--- config.mk ---
export PLATFORM = sky130hd
export DESIGN_NAME = hazard_ctrl_unit
export DESIGN_NICKNAME = d
export VERILOG_FILES = /design/src/rtl/hazard_ctrl_unit.sv
export SDC_FILE = /design/constraint.sdc
export NUM_CORES = 1
export LEC_CHECK = 0
export CORE_MARGIN = 4
export CORE_UTILIZATION = 40
export CTS_CLUSTER_SIZE = 40
export DETAILED_ROUTE_END_ITERATION = 6
export HOLD_SLACK_MARGIN = 0.03
export PLACE_DENSITY_LB_ADDON = 0.15
export SETUP_SLACK_MARGIN = 0.5
export SLEW_MARGIN = 20
export SYNTH_ARGS = -nofsm -noshare
export SYNTH_HDL_FRONTEND = slang
export SYNTH_SLANG_ARGS = --single-unit
--- constraint.sdc ---
create_clock -name i_clk -period 2.2 [get_ports i_clk]
set_input_delay 0.33 -clock i_clk [delete_from_list [all_inputs] [get_ports i_clk]]
set_output_delay 0.33 -clock i_clk [all_outputs]
set_load 0.03 [all_outputs]
--- src/rtl/hazard_ctrl_unit.sv ---
// Pipeline hazard controller: load-use, MDU busy and branch-operand hazards plus a memory freeze.
// Latency: stall/flush/freeze/cause are combinational in the same cycle; the MDU tracker and stall counter update on i_clk.
// Backpressure: i_dmem_ready low freezes the whole pipe and masks stall/flush; the stall counter keeps counting frozen cycles.
//
// Ports:
//   i_clk, i_reset                       clock and asynchronous active-high reset
//   i_branch_id, i_branch_taken          branch decoded in ID and resolved taken in ID
//   i_rs_id, i_rt_id, i_rs/rt_used_id    ID source registers and whether each one is actually read
//   i_rt_ex, i_rd_ex, i_memread_ex,
//   i_regwrite_ex                        EX stage load destination and ALU write-back
//   i_rd_mem, i_regwrite_mem,
//   i_memtoreg_mem                       MEM stage write-back
//   i_mdu_start_ex, i_mdu_use_id         MDU op issued in EX, ID instruction reads HI/LO
//   i_dmem_ready, i_cnt_clr              data memory ready, stall-counter clear
//   o_stall, o_flush_idex, o_flush_ifid,
//   o_freeze                             pipeline control
//   o_mdu_busy, o_cause, o_stall_cycles  MDU status, stall reason, stall/freeze cycle count
module hazard_ctrl_unit #(
    parameter int REG_W      = 5,
    parameter int MDU_LAT    = 4,
    parameter int CNT_W      = 16,
    parameter int BR_FWD_MEM = 1
) (
    input  logic             i_clk,
    input  logic             i_reset,
    input  logic             i_branch_id,
    input  logic             i_branch_taken,
    input  logic [REG_W-1:0] i_rs_id,
    input  logic [REG_W-1:0] i_rt_id,
    input  logic             i_rs_used_id,
    input  logic             i_rt_used_id,
    input  logic [REG_W-1:0] i_rt_ex,
    input  logic [REG_W-1:0] i_rd_ex,
    input  logic             i_memread_ex,
    input  logic             i_regwrite_ex,
    input  logic [REG_W-1:0] i_rd_mem,
    input  logic             i_regwrite_mem,
    input  logic             i_memtoreg_mem,
    input  logic             i_mdu_start_ex,
    input  logic             i_mdu_use_id,
    input  logic             i_dmem_ready,
    input  logic             i_cnt_clr,
    output logic             o_stall,
    output logic             o_flush_idex,
    output logic             o_flush_ifid,
    output logic             o_freeze,
    output logic             o_mdu_busy,
    output logic [1:0]       o_cause,
    output logic [CNT_W-1:0] o_stall_cycles
);

    typedef enum logic {M_IDLE, M_BUSY} mdu_state_t;

    localparam logic [3:0]       LAT_LOAD = 4'(MDU_LAT);
    localparam logic [CNT_W-1:0] CNT_MAX  = {CNT_W{1'b1}};

    mdu_state_t mdu_state;
    logic [3:0] mdu_cnt;

    logic load_use;
    logic mdu_haz;
    logic br_haz;
    logic ex_hit;
    logic mem_hit;
    logic mem_src_wr;

    // True when register r is read by the instruction in ID.
    function automatic logic src_match(input logic [REG_W-1:0] r);
        return (i_rs_used_id && (i_rs_id == r)) || (i_rt_used_id && (i_rt_id == r));
    endfunction

    assign o_freeze = !i_dmem_ready;

    assign load_use = i_memread_ex && (i_rt_ex != '0) && src_match(i_rt_ex);
    assign mdu_haz  = i_mdu_use_id && o_mdu_busy;

    // With MEM forwarding into the branch comparator only loads in MEM still
    // have to wait; without it any MEM write-back to a branch source stalls.
    assign mem_src_wr = (BR_FWD_MEM != 0) ? i_memtoreg_mem : i_regwrite_mem;
    assign ex_hit     = i_regwrite_ex && (i_rd_ex != '0) && src_match(i_rd_ex);
    assign mem_hit    = mem_src_wr && (i_rd_mem != '0) && src_match(i_rd_mem);
    assign br_haz     = i_branch_id && (ex_hit || mem_hit);

    assign o_stall      = !o_freeze && (load_use || mdu_haz || br_haz);
    assign o_flush_idex = o_stall;
    assign o_flush_ifid = i_branch_taken && !o_stall && !o_freeze;

    always_comb begin
        o_cause = 2'd0;
        if (o_freeze)      o_cause = 2'd3;
        else if (load_use) o_cause = 2'd1;
        else if (mdu_haz)  o_cause = 2'd2;
        else if (br_haz)   o_cause = 2'd3;
    end

    // MDU tracker: a start while frozen is not accepted; a start while busy
    // reloads the full latency. Decrement continues through freezes.
    always_ff @(posedge i_clk or posedge i_reset) begin
        if (i_reset) begin
            mdu_state <= M_IDLE;
            mdu_cnt   <= 4'd0;
        end else if (i_mdu_start_ex && !o_freeze) begin
            mdu_state <= M_BUSY;
            mdu_cnt   <= LAT_LOAD;
        end else if (mdu_state == M_BUSY) begin
            if (mdu_cnt == 4'd1) begin
                mdu_state <= M_IDLE;
                mdu_cnt   <= 4'd0;
            end else begin
                mdu_cnt <= mdu_cnt - 4'd1;
            end
        end
    end

    assign o_mdu_busy = (mdu_state == M_BUSY);

    // Saturating stall/freeze cycle counter; clear wins over increment.
    always_ff @(posedge i_clk or posedge i_reset) begin
        if (i_reset) begin
            o_stall_cycles <= '0;
        end else if (i_cnt_clr) begin
            o_stall_cycles <= '0;
        end else if ((o_stall || o_freeze) && (o_stall_cycles != CNT_MAX)) begin
            o_stall_cycles <= o_stall_cycles + 1'b1;
        end
    end

endmodule

==> qor.csv <==
stage,metric,value,unit
placed_design,dp_slack,-0.796,ns
routing,detail_route.wl_per_cell,14.5,um
routing,dr.first_iter.drc_count,86,
synth,synthDistinctLibCells,40,
routing,wirelength_met1,1.97,mm
critical_path,critPathCaptureType,primary output,
placed_design,finalWeightedCongestion,0.805,
critical_path,timing.critical_path.from_type,primary input,
critical_path,setup.reg_to_reg.worst_slack,0.05,ns
critical_path,rr_endpoint,o_stall_cycles[12],
routing,via_per_inst,5.22,
sta,final_min_period_over_clock_period,103,%
min_path,holdCritPathClass,in2async,
synth,synth_area_leaders,"sky130_fd_sc_hd__dfrtp_1 32%, sky130_fd_sc_hd__xnor2_1 14%, sky130_fd_sc_hd__xor2_1 4.3%",
layout,final_layout_size_suffix_gt1_share,35.1,%
synth,fraction_of_registers_with_async_set_reset,100,%
synth,synthDominantAreaCellType,sky130_fd_sc_hd__dfrtp_1,
synth,synth_warnings,0,
routing,antenna_violating_nets_post_route,0,
synth,synth_net_count,229,
synth,yosys-top-cells-count,"25 x sky130_fd_sc_hd__xnor2_1, 21 x sky130_fd_sc_hd__dfrtp_1, 14 x sky130_fd_sc_hd__inv_1",
job,drv.max_cap_violation_count,0,
sta,worst_pin_slew,0.548,ns
placed_design,dp_hpwl,3.75,mm
synth,syn-cell-area,1620,sq um
clock_tree,number_of_buffers_between_clock_root_and_the_deepest_sink,2,
critical_path,timing.critical_path.fanout_max,3,
clock_tree,cts_inserted_buffers,3,
run_status,outcome,"complete, but fails checks",
routing,route.top_layer_used,met4,
grt,largest_net_degree_at_the_start_of_global_routing,22,
die,floorplan.initialDensity,42.7,%
sta,slew_headroom,63.3,%
clock_tree,clkLatencyLatePin,0.27,ns
grt,grt_first_pass_wirelength,8.05,mm
routing,detail_route_met2_wl,2.59,mm
synth,postSynthRegisterBits,21,
die,chipHeight,71.6,um
clock_tree,clock_tree_from_tritoncts,built,
routing,finalWirelength,4.79,mm
critical_path,crit-reg2reg-launch,o_stall_cycles[0],
sta,postLayoutSetupSlackWorst,-0.0729,ns
pwr,power-per-cell-area,540,nW/um^2
synth,synth_cells,187,
critical_path,cp_data_arrival_time,1.94,ns
run_status,violations,setup timing,
sta,maximum_clock_rate,0.440,GHz
die,ios,62,
routing,detail_route.drc_violations,0,
critical_path,rr_worst_depth,8,
grt,globalRoute.totalOverflow,0,
synth,post_synth.cell_area_avg,8.66,sq um
sta,drv_slew,0,
clock_tree,path_clk_slew,0.09,ns
pwr,peakVddDrop,0.000282,V
die,die_width,71.6,um
synth,synth_enable_flop_cells,0,
sta,final_hold_viol_count,0,
clock_tree,cts.htree.levels,1,
grt,via_count_of_the_first_global_routing_pass,1787,
sta,setup_violations,6,
layout,layout-area-overhead-vs-synth,68.3,%
layout,finalNetCount,325,
pwr,finalPower,1.47,mW
die,die_area,5130,sq um
pwr,leakage,1.30,nW
critical_path,cp.required,1.87,ns
clock_tree,cts.sinks,21,
critical_path,criticalPathCategory,in2out,
routing,vias,1722,
die,core_region_area,3800,sq um
synth,synth_top_area_share,32.4,%
clock_tree,cts.root.buffer_cell,sky130_fd_sc_hd__clkbuf_8,
sta,setup_repair_after_global_routing_missed_its_margin,true,
synth,synthMostInstantiatedCell,sky130_fd_sc_hd__xnor2_1,
grt,grt_use_total,19.4,%
layout,antenna_cells_inserted,0,
sta,final.min_clock_period,2.27,ns
sta,fin_worst_skew,0.0107,ns
synth,synth_top_flop_cell,sky130_fd_sc_hd__dfrtp_1,
routing,drt-pass1-iter-count,4,
grt,grt_antenna_before_repair,0,
synth,ys_seq_area_share,32.4,%
routing,dr_wl_met3,192,um
placed_design,portBuffers,60,
die,placement_rows,22,
-- power by group --
part	switching, mW	total [mW]	leakage (nW)	internal (mW)
sequential	0.0388	0.482	0.280	0.443
combinational	0.370	0.731	0.992	0.361
clock	0.134	0.260	0.0255	0.126
total	0.542	1.47	1.30	0.930
-- repair_timing --
item,CTS,global route
pin swaps,20,21
endpoints found under the setup margin,33,26
hold buffers,0,0
setup buffers,1,1
cloned,0,0
resized for setup,100,37
-- per-layer routing --
| layer | global-route usage (%) | up-vias |
|---|---|---|
| met4 | 5.01 | 0 |
| met3 | 1.96 | 4 |
| met2 | 36.6 | 48 |
| met5 | 0 | - |
| li1 | - | 855 |
| met1 | 23.0 | 815 |
-- logic make-up (layout without fill, tap and decap cells) --
kind of cell / after synthesis / in the layout / share of synthesized area (%)
buf+inv: 20 / 115 / 5.02
simple gates: 69 / 69 / 22.9
mux: 6 / 6 / 4.32
flops: 21 / 21 / 32.4
compound gates: 35 / 35 / 15.2
xor+xnor: 33 / 33 / 17.8
fa+ha+maj: 3 / 3 / 2.32
-- layout make-up --
class                   count  area (sq um)
well taps                  48          60.1
flip-flops and latches     21           526
clock inverters             1          5.00
inverters                  14          52.6
fillers                   310          1070
repair buffers             97           835
clock buffers               3          41.3
multi-input cells         146          1210
-- critical path, cell delays in order --
cell and delay [ns]:
sky130_fd_sc_hd__buf_2 0.11, sky130_fd_sc_hd__or3_4 0.38, sky130_fd_sc_hd__o311a_1 0.32, sky130_fd_sc_hd__a222oi_1 0.28
sky130_fd_sc_hd__buf_4 0.21, sky130_fd_sc_hd__nand3_4 0.08, sky130_fd_sc_hd__nor2_4 0.11, sky130_fd_sc_hd__buf_6 0.13
-- metrics by stage --
step                      instance area (sq um)  instances  setup TNS (ns)  utilization [%]  hold slack [ns]
after floorplan                            1680        187           -4.00                -            0.307
after global placement                     2560        324          -11.77             67.4            0.524
after detailed placement                   2560        324          -12.33             67.4            0.530
after CTS                                  2700        329          -0.942             71.0            0.407
after global routing                       2730        330          -0.826             71.8            0.429
final                                      2730        330          -0.299             71.8            0.395
-- worst max path at each step --
| stage | slack, ns | start | to |
|---|---|---|---|
| floorplan | -0.32 | i_rd_ex[0] | o_stall_cycles[12] |
| global placement | -0.77 | i_rd_ex[0] | o_cause[0] |
| detailed placement | -0.80 | i_rt_ex[1] | o_stall_cycles[3] |
| CTS | -0.12 | i_rd_ex[2] | o_stall |
| global route | -0.12 | i_rd_ex[0] | o_flush_ifid |
| finish | -0.07 | i_rd_mem[2] | o_flush_ifid |
-- state kept, by name (all words and copies together), names as in the netlist --
| name | flops |
|---|---|
| o_stall_cycles | 16 |
| mdu_cnt | 4 |
| o_mdu_busy | 1 |
-- cells in the final DEF (no fill, tap or decap), types with 2 or more instances in the layout --
| cell | instances |
|---|---|
| sky130_fd_sc_hd__a21o_1 | 6 |
| sky130_fd_sc_hd__a21oi_1 | 8 |
| sky130_fd_sc_hd__a21oi_2 | 3 |
| sky130_fd_sc_hd__a21oi_4 | 2 |
| sky130_fd_sc_hd__and3_1 | 4 |
| sky130_fd_sc_hd__and4_1 | 3 |
| sky130_fd_sc_hd__buf_2 | 3 |
| sky130_fd_sc_hd__buf_4 | 29 |
| sky130_fd_sc_hd__buf_6 | 17 |
| sky130_fd_sc_hd__clkbuf_2 | 12 |
| sky130_fd_sc_hd__clkbuf_8 | 3 |
| sky130_fd_sc_hd__clkdlybuf4s15_1 | 2 |
| sky130_fd_sc_hd__clkdlybuf4s50_1 | 14 |
| sky130_fd_sc_hd__dfrtp_1 | 21 |
| sky130_fd_sc_hd__dlygate4sd2_1 | 16 |
| sky130_fd_sc_hd__dlymetal6s2s_1 | 4 |
| sky130_fd_sc_hd__ha_1 | 3 |
| sky130_fd_sc_hd__inv_1 | 13 |
| sky130_fd_sc_hd__mux2_4 | 3 |
| sky130_fd_sc_hd__nand2_1 | 11 |
| sky130_fd_sc_hd__nand2b_1 | 2 |
| sky130_fd_sc_hd__nand3_1 | 8 |
| sky130_fd_sc_hd__nand3_2 | 2 |
| sky130_fd_sc_hd__nand4_1 | 8 |
| sky130_fd_sc_hd__nor2_1 | 12 |
| sky130_fd_sc_hd__nor2b_1 | 5 |
| sky130_fd_sc_hd__nor3_1 | 2 |
| sky130_fd_sc_hd__nor4_1 | 2 |
| sky130_fd_sc_hd__o22ai_2 | 2 |
| sky130_fd_sc_hd__o311a_1 | 2 |
| sky130_fd_sc_hd__or3_4 | 3 |
| sky130_fd_sc_hd__xnor2_1 | 19 |
| sky130_fd_sc_hd__xnor2_2 | 6 |
| sky130_fd_sc_hd__xor2_1 | 8 |
(Power assumes the default switching activity.)
